### config.mk
export PLATFORM = sky130hd
export DESIGN_NAME = matrix_loader
export DESIGN_NICKNAME = d
export VERILOG_FILES = /design/src/rtl/matrix_loader.sv
export SDC_FILE = /design/constraint.sdc
export NUM_CORES = 1
export LEC_CHECK = 0
export ABC_AREA = 1
export CAP_MARGIN = 20
export CORE_AREA = 2 2 156 158
export DETAILED_ROUTE_END_ITERATION = 12
export DIE_AREA = 0 0 158 160
export MAX_ROUTING_LAYER = met4
export PLACE_DENSITY_LB_ADDON = 0.2
export SYNTH_ARGS = -nofsm -noshare
export SYNTH_HDL_FRONTEND = slang
export SYNTH_SLANG_ARGS = --single-unit
### constraint.sdc
create_clock -name CLK -period 3.35 [get_ports CLK]
set_input_delay 0.67 -clock CLK [delete_from_list [all_inputs] [get_ports CLK]]
set_output_delay 0.67 -clock CLK [all_outputs]
set_load 0.05 [all_outputs]
### src/rtl/matrix_loader.sv
// Builds two matrices from a word stream: header words set R1/C1/R2/C2, element words fill m1 then m2 row-major.
// One word is consumed on every CLK edge with no backpressure; all outputs are registered except the combinational rd_data.
module matrix_loader #(
  parameter int DW      = 4,
  parameter int MAX_DIM = 4,
  localparam int IW     = (MAX_DIM > 1) ? $clog2(MAX_DIM) : 1
) (
  input  logic          CLK,
  input  logic          RST_N,
  input  logic [DW-1:0] data_send,
  input  logic          ctrl_logic,
  input  logic          rd_mat,
  input  logic [IW-1:0] rd_row,
  input  logic [IW-1:0] rd_col,
  output logic [DW-1:0] rd_data,
  output logic [DW-1:0] R1,
  output logic [DW-1:0] C1,
  output logic [DW-1:0] R2,
  output logic [DW-1:0] C2,
  output logic          loaded1,
  output logic          loaded2,
  output logic          size_err
);

  typedef enum logic [1:0] {HDR, LOAD1, LOAD2, DONE} state_t;

  state_t        state;
  logic [1:0]    hdr_idx;
  logic [IW-1:0] row;
  logic [IW-1:0] col;
  logic [DW-1:0] m1 [MAX_DIM][MAX_DIM];
  logic [DW-1:0] m2 [MAX_DIM][MAX_DIM];

  logic [DW-1:0] cur_r;
  logic [DW-1:0] cur_c;
  logic          col_last;
  logic          row_last;
  logic          new_frame;
  logic          hdr_bad;

  function automatic logic dim_bad(input logic [DW-1:0] d);
    return (d == '0) || (32'(d) > 32'(MAX_DIM));
  endfunction

  assign cur_r    = (state == LOAD2) ? R2 : R1;
  assign cur_c    = (state == LOAD2) ? C2 : C1;
  assign col_last = (DW'(col) + DW'(1)) == cur_c;
  assign row_last = (DW'(row) + DW'(1)) == cur_r;
  // Any header word outside HDR restarts the frame; it is always taken as R1.
  assign new_frame = ctrl_logic && ((state != HDR) || (hdr_idx == 2'd0));
  // C2 is checked straight from the bus since it is being captured this cycle.
  assign hdr_bad   = dim_bad(R1) || dim_bad(C1) || dim_bad(R2) || dim_bad(data_send);

  assign rd_data = rd_mat ? m2[rd_row][rd_col] : m1[rd_row][rd_col];

  always_ff @(posedge CLK or negedge RST_N) begin
    if (!RST_N) begin
      state    <= HDR;
      hdr_idx  <= 2'd0;
      row      <= '0;
      col      <= '0;
      R1       <= '0;
      C1       <= '0;
      R2       <= '0;
      C2       <= '0;
      loaded1  <= 1'b0;
      loaded2  <= 1'b0;
      size_err <= 1'b0;
      for (int i = 0; i < MAX_DIM; i++) begin
        for (int j = 0; j < MAX_DIM; j++) begin
          m1[i][j] <= '0;
          m2[i][j] <= '0;
        end
      end
    end else if (new_frame) begin
      state    <= HDR;
      hdr_idx  <= 2'd1;
      row      <= '0;
      col      <= '0;
      R1       <= data_send;
      loaded1  <= 1'b0;
      loaded2  <= 1'b0;
      size_err <= 1'b0;
      for (int i = 0; i < MAX_DIM; i++) begin
        for (int j = 0; j < MAX_DIM; j++) begin
          m1[i][j] <= '0;
          m2[i][j] <= '0;
        end
      end
    end else begin
      case (state)
        HDR: begin
          if (ctrl_logic) begin
            case (hdr_idx)
              2'd1: begin
                C1      <= data_send;
                hdr_idx <= 2'd2;
              end
              2'd2: begin
                R2      <= data_send;
                hdr_idx <= 2'd3;
              end
              default: begin
                C2      <= data_send;
                hdr_idx <= 2'd0;
                if (hdr_bad) begin
                  size_err <= 1'b1;
                  state    <= DONE;
                end else begin
                  state    <= LOAD1;
                end
              end
            endcase
          end
        end
        LOAD1, LOAD2: begin
          if (state == LOAD1) m1[row][col] <= data_send;
          else                m2[row][col] <= data_send;
          if (col_last) begin
            col <= '0;
            if (row_last) begin
              row <= '0;
              if (state == LOAD1) begin
                loaded1 <= 1'b1;
                state   <= LOAD2;
              end else begin
                loaded2 <= 1'b1;
                state   <= DONE;
              end
            end else begin
              row <= row + IW'(1);
            end
          end else begin
            col <= col + IW'(1);
          end
        end
        default: ;
      endcase
    end
  end

endmodule

; Word-level counts from Yosys, hierarchy flattened
; Cells that the tools add are included.
; W data, S select, Z words.
[classes]
n_lt_le_gt_ge = 10
n_eq_ne = 12
bitwise = 6
n_addsub = 4
n_mux = 61
n_reduce_logical = 39
[ops]
columns = operator, n
row1 = $mux W64, 6
row2 = $bwmux W64, 2
row3 = $mux W16, 5
row4 = $bmux W16 S2, 2
row5 = $demux W16 S2, 1
row6 = $mux W2, 16
row7 = $mux W4, 8
row8 = $reduce_and A4 Y1, 6
row9 = $bmux W4 S2, 2
row10 = $gt A4 B3 Y1 const B, 4
row11 = $logic_not A4 Y1, 4
row12 = $mux W1, 16
row13 = $reduce_bool A2 Y1, 8
row14 = $ge A3 B3 Y1 const B, 4
row15 = $ne A3 B3 Y1 const B, 4
row16 = $not A2 Y3, 4
row17 = $demux W4 S2, 1
row18 = $eq A3 B4 Y1, 2
row19 = $logic_or A1 B1 Y1, 8
row20 = $pmux W2 S2, 2
row21 = $reduce_and A2 Y1, 4
row22 = $add A2 B1 Y3 const B, 2
row23 = $lt A3 B1 Y1 const B, 2
row24 = $reduce_and A5 Y1, 1
row25 = 10 further kinds, 18
[word_totals]
ff_bits = 155
input_bits = 12

; Longest topological paths before layout
[depth]
ltp_word = 11
ltp_mapped = 13
depth_no_buf = 13

; Worst setup path after synthesis
; Ideal clock, no wire load.
[synth_path]
path_kind = input -> output
startpoint = in rd_row[0]
endpoint = out rd_data[3]
arrival_time_ps = 1942
cell_stages = 9
path_slack_ps = 738
path_buffers = 3
path_cell_list = buf_2 buf_2 buf_2 a21oi_1 o21ai_0 nand3_1 a21oi_1 o21ai_1 nand2_1
[synth_between]
elab_chain_cells = 8
word_cells_on_any_way = 14
cone_classes = mux (13) / bitwise (1)
[synth_lines]
columns = item, line_no
row1 = "start, declared", 13  ; input logic [IW-1:0] rd_row,
row2 = $not A2 Y3 (implied by the code) *, 54  ; assign rd_data = rd_mat ? m2[rd_row][rd_col] : m1[rd_row][rd_col];
row3 = $bmux W16 S2, 54
row4 = $mux W16 (implied by the code) (2 in a row), 54
row5 = $bmux W4 S2, 54
row6 = $mux W4 (implied by the code) (2 in a row), 54
row7 = $mux W4 *, 54
row8 = "end, declared", 15  ; output logic [DW-1:0] rd_data,
; Every way passes the cells marked *; elsewhere a longest branch is shown, timed or not. The select of a mux whose other input is x is not followed.

; Final worst setup path
[layout_path]
startpoint = in rd_row[1]
endpoint = out rd_data[0]
; The elaborated chain is that of the path after synthesis.

==> results.cfg <==
[run_status]
status = completed

[finish]
area_delta_synth_final_pct = 16.6
diodes = 0
layout_commonest_cell = nand2_1
layout_common_cells = 175 x nand2_1, 166 x o21ai_0, 155 x dfrtp_1
nets = 1027
final_layout_size_suffix_gt1_frac = 0.136

[drt]
first_pass_iters = 5
routed_wl_um = 23700
drt-wirelength-per-cell_um = 17.8
drt_iter0_markers = 409
ant_nets = 0
drc = 0
drt-vias-per-instance = 5.01
via_count = 6689

[place]
gp_congestion = 0.883
io_buffers = 34
hpwl_um = 16600

[synthesis]
synthMuxAreaShare = 0.0886
synth_flop_cell = dfrtp_1
synth.avg_cell_area_sq_um = 8.37
async_flop_share = 1.00
synth_fa_ha_area_frac = 0.0246
syn_inst = 971
synth_edf_count = 0
ys_ff_latch = 155
synth-simple-area-share = 0.159
synth-xor-area-share = 0
ys_types = 24
netlist_area_sq_um = 8130
syn-num-nets = 999
ys_seq_area_frac = 0.477
synth_compound_area_frac = 0.174
synth_top_family_by_area = compound AO/OA/AOI/OAI gates
ys_warn_count = 0

[worst_hold_path]
min_path_type = in -> async

[sta]
skew_ns = 0.0183
max_freq_mhz = 317
drv_slew = 0
setup_violations = 0
finalCritPeriodShare = 0.941
hold_slack_ns = 0.257
tightest_slew_ns = 0.640
grt_setup_unrepaired = no
period_needed_ns = 3.15
setup_tns_ns = 0
hold_viol_final = 0
max-slew-margin-rel = 0.574

[worst_setup_path]
crit_cells = 10
reg2reg_depth = 9
critical_path_class = in -> out
ff2ff_setup_slack_ns = 1.19
slowest_delay_ns = 0.48
critPathCaptureType = output port
worst-path-max-fanout = 24
cp_cell_sequence = clkdlybuf4s50_1 > inv_1 > buf_12 > a21oi_1 > o21ai_0 > nand3_1 > a21oi_1 > o21ai_1 > nand2_1 > buf_4
worstSetupStartpointType = primary input
crit_slowest_cell = clkdlybuf4s50_1
cp_top_family = buffers and inverters
arrival_ns = 2.48
crit_top_cell = a21oi_1
required_ns = 2.68
path_buf_inv = 4

[floorplanning]
die_x_um = 158
dieHeight_um = 160
core_sq_um = 23800
die_area_sq_um = 25300
initial_core_util = 0.341
rows = 57
io_pins = 35

[clock_tree]
holdBufCountCts = 0
cts_sinks = 155
clock_latency_ns = 0.43
postCtsResizedCells = 0
cts_tree = yes
cts_buffer_depth = 2
cts_buffers = 17
htree_levels = 4
root_buffer = clkbuf_16
post-cts-setup-buffers = 0
cts.clk_slew.worst_paths_ns = 0.06

[power_and_ir_drop]
p_sw_mw = 3.15
power.density_nw_per_um2 = 788
internal_power_mw = 4.31
swShare = 0.422
ir_drop_mv = 0.551
cellLeakagePower_nw = 4.30
p_seq_frac = 0.322
clkPwrFrac = 0.279
p_comb_frac = 0.398

[job]
drv_cap = 0

[global_route]
antenna_found_initial = 0
grt_pass1_vias = 6601
grt.overflow.total = 0
grt_pass1_wl_um = 37500
grt_max_degree = 67
track_usage = 0.201
==> cell type report <==
cell class	instances	area, sq um
repair buffers	52	539
flip-flops and latches	155	3880
inverters	105	394
multi-input cells	668	3630
fillers	2483	14300
well taps	324	405
clock buffers	18	439
clock inverters	13	190
==> worst paths after layout <==
| kind | end | start |
|---|---|---|
| min in group CLK | m2[42]$_DFFE_PN0P_ | m2[42]$_DFFE_PN0P_ |
| hold reg to reg | m2[42]$_DFFE_PN0P_ | m2[42]$_DFFE_PN0P_ |
| setup reg to reg | m2[32]$_DFFE_PN0P_ | state[1]$_DFFE_PN0P_ |
| max in group asynchronous | m2[30]$_DFFE_PN0P_ | RST_N |
| setup / recovery | rd_data[0] | rd_row[1] |
| hold / removal | m2[45]$_DFFE_PN0P_ | RST_N |
==> worst reg2reg max path: stages (launching register included) <==
cell	delay (ns)
dfrtp_1	0.41
inv_1	0.12
ha_1	0.15
inv_1	0.05
nor2_1	0.11
nor2_2	0.05
inv_2	0.38
nand2_4	0.33
nor2_1	0.28
mux2_2	0.19
==> kinds of logic (layout without fill, tap and decap cells) <==
logic type,Yosys count,count (layout)
compound gates,271,271
fa+ha+maj,16,16
buf+inv,148,188
flops,155,155
mux,64,64
simple gates,317,317
==> Yosys cell counts, types with 4 or more instances <==
library cell / n / area share
buf_6: 4 / 0.0055
nor2_1: 84 / 0.039
nand2_1: 175 / 0.081
mux2_2: 57 / 0.079
nand3_1: 49 / 0.030
ha_1: 16 / 0.025
buf_4: 4 / 0.0037
a21oi_1: 79 / 0.049
dfrtp_1: 155 / 0.48
o21ai_1: 10 / 0.0062
o21ai_0: 166 / 0.10
clkbuf_1: 17 / 0.0078
o21ai_2: 16 / 0.017
buf_2: 17 / 0.010
mux2_1: 7 / 0.0097
inv_1: 102 / 0.047
==> power groups by stage <==
stage	Combinational (mW)	Clock, mW	Sequential, mW
3_5_place_dp	2.97	0	2.44
5_1_grt	3.26	2.20	2.45
2_1_floorplan	1.69	0	2.73
4_1_cts	2.98	2.11	2.41
6_report	2.97	2.09	2.41
3_3_place_gp	2.95	0	2.44
==> state kept, by name (all words and copies together) (netlist names), 2 cells and up <==
signal,flops
row,2
state,2
R2,4
col,2
hdr_idx,2
C2,4
R1,4
m1,64
C1,4
m2,64
==> per-layer routing <==
| layer | vias up | part of all wire | track usage |
|---|---|---|---|
| li1 | 3259 | - | - |
| met1 | 3227 | 0.47 | 0.272 |
| met2 | 164 | 0.47 | 0.310 |
| met3 | 39 | 0.040 | 0.0339 |
| met4 | 0 | 0.019 | 0.0573 |
| met5 | - | 0 | - |
==> metrics by stage <==
stage / setup slack [ns] / area [sq um] / std cells / util / total power [mW]
6_report: 0.199 / 9480 / 1335 / 0.398 / 7.47
5_1_grt: 0.0745 / 9480 / 1335 / 0.398 / 7.91
4_1_cts: 0.195 / 9480 / 1335 / 0.398 / 7.49
3_5_place_dp: 0.196 / 8850 / 1304 / 0.371 / 5.40
3_3_place_gp: 0.186 / 8850 / 1304 / 0.371 / 5.40
2_1_floorplan: 0.738 / 8130 / 971 / - / 4.42
(Power assumes the default switching activity.)
